### config.mk
export PLATFORM = sky130hd
export DESIGN_NAME = uart_tx_buffer
export DESIGN_NICKNAME = d
export VERILOG_FILES = /design/src/rtl/uart_pkg.sv /design/src/rtl/uart_tx_buffer_fifo_sync.sv /design/src/rtl/uart_tx_buffer.sv
export SDC_FILE = /design/constraint.sdc
export NUM_CORES = 1
export LEC_CHECK = 0
export ABC_AREA = 0
export ABC_CLOCK_PERIOD_IN_PS = 5250
export CORE_MARGIN = 3
export CORE_UTILIZATION = 39
export CTS_BUF_LIST = sky130_fd_sc_hd__clkbuf_8 sky130_fd_sc_hd__clkbuf_16
export DETAILED_ROUTE_END_ITERATION = 8
export SLEW_MARGIN = 20
export SYNTH_ARGS = -nofsm -noshare
export SYNTH_HDL_FRONTEND = slang
export SYNTH_SLANG_ARGS = --single-unit
### constraint.sdc
create_clock -name clk -period 5.25 [get_ports clk]
set_input_delay 1.05 -clock clk [delete_from_list [all_inputs] [get_ports clk]]
set_output_delay 1.05 -clock clk [all_outputs]
set_load 0.01 [all_outputs]
### src/rtl/uart_pkg.sv
// Shared types and defaults for the UART transmit buffer.
// Optional feature macro: UART_TX_BUFFER_OVF_EN (overflow flag ports).
package uart_pkg;

    localparam int DEPTH_LOG2_DEF = 4;

    typedef enum logic [1:0] {
        IDLE      = 2'd0,
        WAIT_BUSY = 2'd1,
        WAIT_DONE = 2'd2
    } tx_state_t;

endpackage

### src/rtl/uart_tx_buffer_fifo_sync.sv
// Single-clock FIFO with occupancy counter for the UART transmit buffer.
// Full/empty derive from the registered count; storage is not reset.
module fifo_sync
    import uart_pkg::*;
#(
    parameter int WIDTH      = 8,
    parameter int DEPTH_LOG2 = DEPTH_LOG2_DEF
) (
    input  logic                  clk,
    input  logic                  rstn,
    input  logic                  i_we,
    input  logic [WIDTH-1:0]      i_wdata,
    input  logic                  i_re,
    output logic [WIDTH-1:0]      o_rdata,
    output logic                  o_full,
    output logic                  o_empty,
    output logic [DEPTH_LOG2:0]   o_count
);

    localparam int DEPTH = 1 << DEPTH_LOG2;
    localparam int CW    = DEPTH_LOG2 + 1;

    logic [WIDTH-1:0]      r_mem [DEPTH];
    logic [DEPTH_LOG2-1:0] r_wr_ptr;
    logic [DEPTH_LOG2-1:0] r_rd_ptr;
    logic [CW-1:0]         r_count;
    logic                  w_wr;
    logic                  w_rd;

    assign o_full  = (r_count == CW'(DEPTH));
    assign o_empty = (r_count == '0);
    assign o_count = r_count;
    assign o_rdata = r_mem[r_rd_ptr];

    // A write while full is dropped even when a pop happens in the same cycle
    assign w_wr = i_we & ~o_full;
    assign w_rd = i_re & ~o_empty;

    always_ff @(posedge clk) begin
        if (w_wr) begin
            r_mem[r_wr_ptr] <= i_wdata;
        end
    end

    always_ff @(posedge clk or negedge rstn) begin
        if (!rstn) begin
            r_wr_ptr <= '0;
            r_rd_ptr <= '0;
            r_count  <= '0;
        end else begin
            if (w_wr) begin
                r_wr_ptr <= r_wr_ptr + 1'b1;
            end
            if (w_rd) begin
                r_rd_ptr <= r_rd_ptr + 1'b1;
            end
            case ({w_wr, w_rd})
                2'b10:   r_count <= r_count + 1'b1;
                2'b01:   r_count <= r_count - 1'b1;
                default: r_count <= r_count;
            endcase
        end
    end

endmodule

### src/rtl/uart_tx_buffer.sv
// Byte FIFO feeding a UART transmitter through a start/busy handshake.
// Define UART_TX_BUFFER_OVF_EN to add the sticky ovf / ovf_clr ports.
module uart_tx_buffer
    import uart_pkg::*;
#(
    parameter int DEPTH_LOG2 = DEPTH_LOG2_DEF
) (
    input  logic                clk,
    input  logic                rstn,
    input  logic [7:0]          wdata,
    input  logic                we,
    output logic                full,
    output logic                empty,
    output logic [DEPTH_LOG2:0] count,
    output logic [7:0]          sdata,
    output logic                tx_start,
    input  logic                tx_busy
`ifdef UART_TX_BUFFER_OVF_EN
    ,
    output logic                ovf,
    input  logic                ovf_clr
`endif
);

    logic [7:0]          w_head;
    logic                w_full;
    logic                w_empty;
    logic [DEPTH_LOG2:0] w_count;
    logic                w_pop;
    tx_state_t           r_state;
    tx_state_t           w_state_nxt;
    logic                r_tx_start;
    logic [7:0]          r_sdata;

    fifo_sync #(
        .WIDTH      (8),
        .DEPTH_LOG2 (DEPTH_LOG2)
    ) u_fifo (
        .clk     (clk),
        .rstn    (rstn),
        .i_we    (we),
        .i_wdata (wdata),
        .i_re    (w_pop),
        .o_rdata (w_head),
        .o_full  (w_full),
        .o_empty (w_empty),
        .o_count (w_count)
    );

    assign full     = w_full;
    assign empty    = w_empty;
    assign count    = w_count;
    assign sdata    = r_sdata;
    assign tx_start = r_tx_start;

    always_comb begin
        w_state_nxt = r_state;
        w_pop       = 1'b0;
        unique case (r_state)
            IDLE: begin
                if (!w_empty && !tx_busy) begin
                    w_pop       = 1'b1;
                    w_state_nxt = WAIT_BUSY;
                end
            end
            WAIT_BUSY: begin
                if (tx_busy) begin
                    w_state_nxt = WAIT_DONE;
                end
            end
            WAIT_DONE: begin
                if (!tx_busy) begin
                    w_state_nxt = IDLE;
                end
            end
            default: w_state_nxt = IDLE;
        endcase
    end

    // The start pulse is registered alongside the popped byte so both
    // reach the transmitter together on the cycle after the pop decision.
    always_ff @(posedge clk or negedge rstn) begin
        if (!rstn) begin
            r_state    <= IDLE;
            r_tx_start <= 1'b0;
            r_sdata    <= 8'h00;
        end else begin
            r_state    <= w_state_nxt;
            r_tx_start <= w_pop;
            if (w_pop) begin
                r_sdata <= w_head;
            end
        end
    end

`ifdef UART_TX_BUFFER_OVF_EN
    logic r_ovf;
    logic w_drop;

    assign w_drop = we & w_full;
    assign ovf    = r_ovf;

    always_ff @(posedge clk or negedge rstn) begin
        if (!rstn) begin
            r_ovf <= 1'b0;
        end else if (w_drop) begin
            r_ovf <= 1'b1;
        end else if (ovf_clr) begin
            r_ovf <= 1'b0;
        end
    end
`endif

endmodule

==> metrics.txt <==
Combinational Power Share=28.6%; top area cells in the synthesized netlist=edfxtp_1, dfrtp_1, mux4_1; Max VDD drop=0.000234 V; DRT Pass-1 Iters=4; Tot GR Track Use=14.3%; fraction of layout cells with a size suffix above 1=17.5%; #FFs+latches synth=152; Synth cell types=37; most common cell in the netlist=edfxtp_1; fmax=257 MHz; Pint=2.71 mW; Die ar.=17400 sq um; Hold Path Class=register to register; routed via count=2983; CTS Buf Count=17; row count=45; syn nets=354; cts repair resizes=0; Sw Pwr=1.14 mW; post-CTS setup buffers=0; Fin. Hold Viols=0; area of the multi-input gates=1590 sq um; routed wl met3=755 um; Final Slew Violations=0; minimum clock period=3.89 ns; nets=387; final worst slack=1.36 ns; CP required=5.55 ns; Seq/Total Area, Yosys=71.9%; first-pass GRT wire length=18400 um; Total Wirelength=11700 um; gpl congestion=0.714; # fillers=1294; CTS H-tree lvls=4; diode count=0; worst-margin pin slew=0.977 ns; CTS max path bufs=2; Final HPWL DP=7160 um; count of input and output buffers=27; Crit Path Max Fanout=20; met2 wire len=5930 um; Post-Place Setup Slack=0.942 ns; top layer in use=met4; Slew HR=34.5%; power per cell area=535 nW/um^2; most common library cells after synthesis=edfxtp_1, nand2_1, dfrtp_1; setup TNS=0 ns; clock sinks=152; vias in the first global route=3140; Yosys top cell by area=edfxtp_1; Worst Hold Depth=2; clock latency at the later pin of the worst-skew pair=0.42 ns; WP buf/inv=3; CORE AREA=15400 sq um; Synth Area per Inst=18.6 sq um; total congestion overflow=0; Worst path top cell family by delay=simple AND/OR/NAND/NOR gates; Die W=132 um; met1 WL=4910 um; FF+latch area=4450 sq um; ANT nets after route=0; Synth top area share=62.2%; Worst Hold Launch=sdata[3]; Avg WL per Cell=19.8 um; Post-synth ARST share=15.8%; sequential share of power=42.1%; switching part of the total=29.6%; CTS tree=yes; P&R area growth vs syn=16.5%; Ports=28; initial antenna violation count=0; DRC violations left=0; hold_buf cts=0; kind of end point of the critical path=register; CP startpoint=tx_busy; worst setup path class=primary input to register; P_leak=2.53 nW; Initial Util=40.2%; RSZ-0062 raised after global routing=no; commonest register cell after synthesis=edfxtp_1; Register-to-Register Path Depth=11; crit start category=primary input; Die Y=132 um; synth warn=0; clock group share of total power=29.4%; largest net degree at the start of global routing=36; 1st-iter DRT viols=318; Crit path depth=11; skew final=0.0143 ns; synthesized area=6180 sq um; clock edge transition at the registers on the reported setup and hold paths=0.06 ns; Setup Viol. Count Final=0; critical path arrival=4.19 ns; cells after synthesis=332; Reg-to-Reg Start=u_fifo.o_count[1]; status=completed; root cell of the clock tree=clkbuf_16; Worst path max stage delay=0.83 ns; Final period util=74.2%; Final Total Pwr=3.85 mW; max cap viols=0; CP cell instances=clkdlybuf4s50_1, or4_1, inv_2, ha_1, inv_1, fa_1, nor2b_1, o21ai_0, nand3_1, or3b_2, xnor2_1; hold slack=0.483 ns; CP max stage cell=or4_1; EDFF count, synth=128; Vias/cell=5.06
## placed cells by master, fill, tap and decap left out, drive strengths merged, types with 2 or more instances in the layout
cell,synthesis,layout
a21oi,2,2
and2,2,2
buf,15,6
clkbuf,3,21
clkdlybuf4s50,0,26
clkinv,0,7
dfrtp,24,24
edfxtp,128,128
ha,9,9
inv,11,15
mux2,8,8
mux2i,9,9
mux4,32,32
nand2,29,29
nand2b,2,2
nand4,2,2
nor2,12,12
nor3,4,4
o21ai,20,20
xnor2,8,8
xor2,3,3
## layout make-up
cell class / instances / share of cell area (%)
sequential: 152 / 61.7
multi-input combinational: 151 / 22.0
inverter: 11 / 0.574
timing repair buffer: 32 / 4.21
clock inverter: 11 / 0.956
clock buffer: 21 / 6.83
tap: 211 / 3.67
## worst min-delay path, delay by kind of cell, from the launching register on
kind | cells | cell delay [ns]
flops | 1 | 0.34
compound gates | 1 | 0.06
simple gates | 1 | 0.05
## path summary, 6_finish.rpt
path	slack (ns)	endpoint
min	0.48	sdata[3]
max reg2reg	1.80	u_fifo.o_count[4]
min reg2reg	0.48	sdata[3]
min in group asynchronous	0.61	r_state[1]
max in group asynchronous	4.24	u_fifo.r_rd_ptr[0]
max	1.36	u_fifo.o_count[4]
## power by group through the flow
stage	Sequential, mW	Clock (mW)	Combinational (mW)
after CTS	1.62	1.16	1.13
after global routing	1.64	1.21	1.21
after floorplan	1.61	0	0.821
after global placement	1.64	0	1.11
final	1.62	1.13	1.10
after detailed placement	1.65	0	1.13
## state kept, by name (all words and copies together), names as in the netlist
register         count
u_fifo.r_mem       128
u_fifo.r_wr_ptr      4
r_state              2
sdata                8
u_fifo.r_rd_ptr      4
tx_start             1
u_fifo.o_count       5
## layer usage
layer | track usage, % | up-vias
met5 | 0 | -
met4 | 4.78 | 0
met3 | 4.81 | 4
met2 | 23.1 | 83
met1 | 18.4 | 1539
li1 | - | 1357
## cells by family (layout without fill, tap and decap cells)
logic type / Yosys count / count (layout) / synth area share (%)
flip-flops: 152 / 152 / 71.9
multiplexers: 49 / 49 / 15.6
buffers and inverters: 29 / 75 / 2.63
XOR/XNOR: 11 / 11 / 1.56
AO/OA/AOI/OAI: 24 / 24 / 2.08
adder cells (fa/ha/maj): 10 / 10 / 2.15
AND/OR/NAND/NOR: 57 / 57 / 4.09
## per-stage QoR
stage	std cells	utilization [%]	area (sq um)
6_report	589	46.8	7200
2_1_floorplan	332	-	6180
5_1_grt	589	46.8	7200
3_5_place_dp	557	43.2	6640
3_3_place_gp	557	43.2	6640
4_1_cts	589	46.8	7200
No activity file was read; power rests on OpenSTA's default activity.
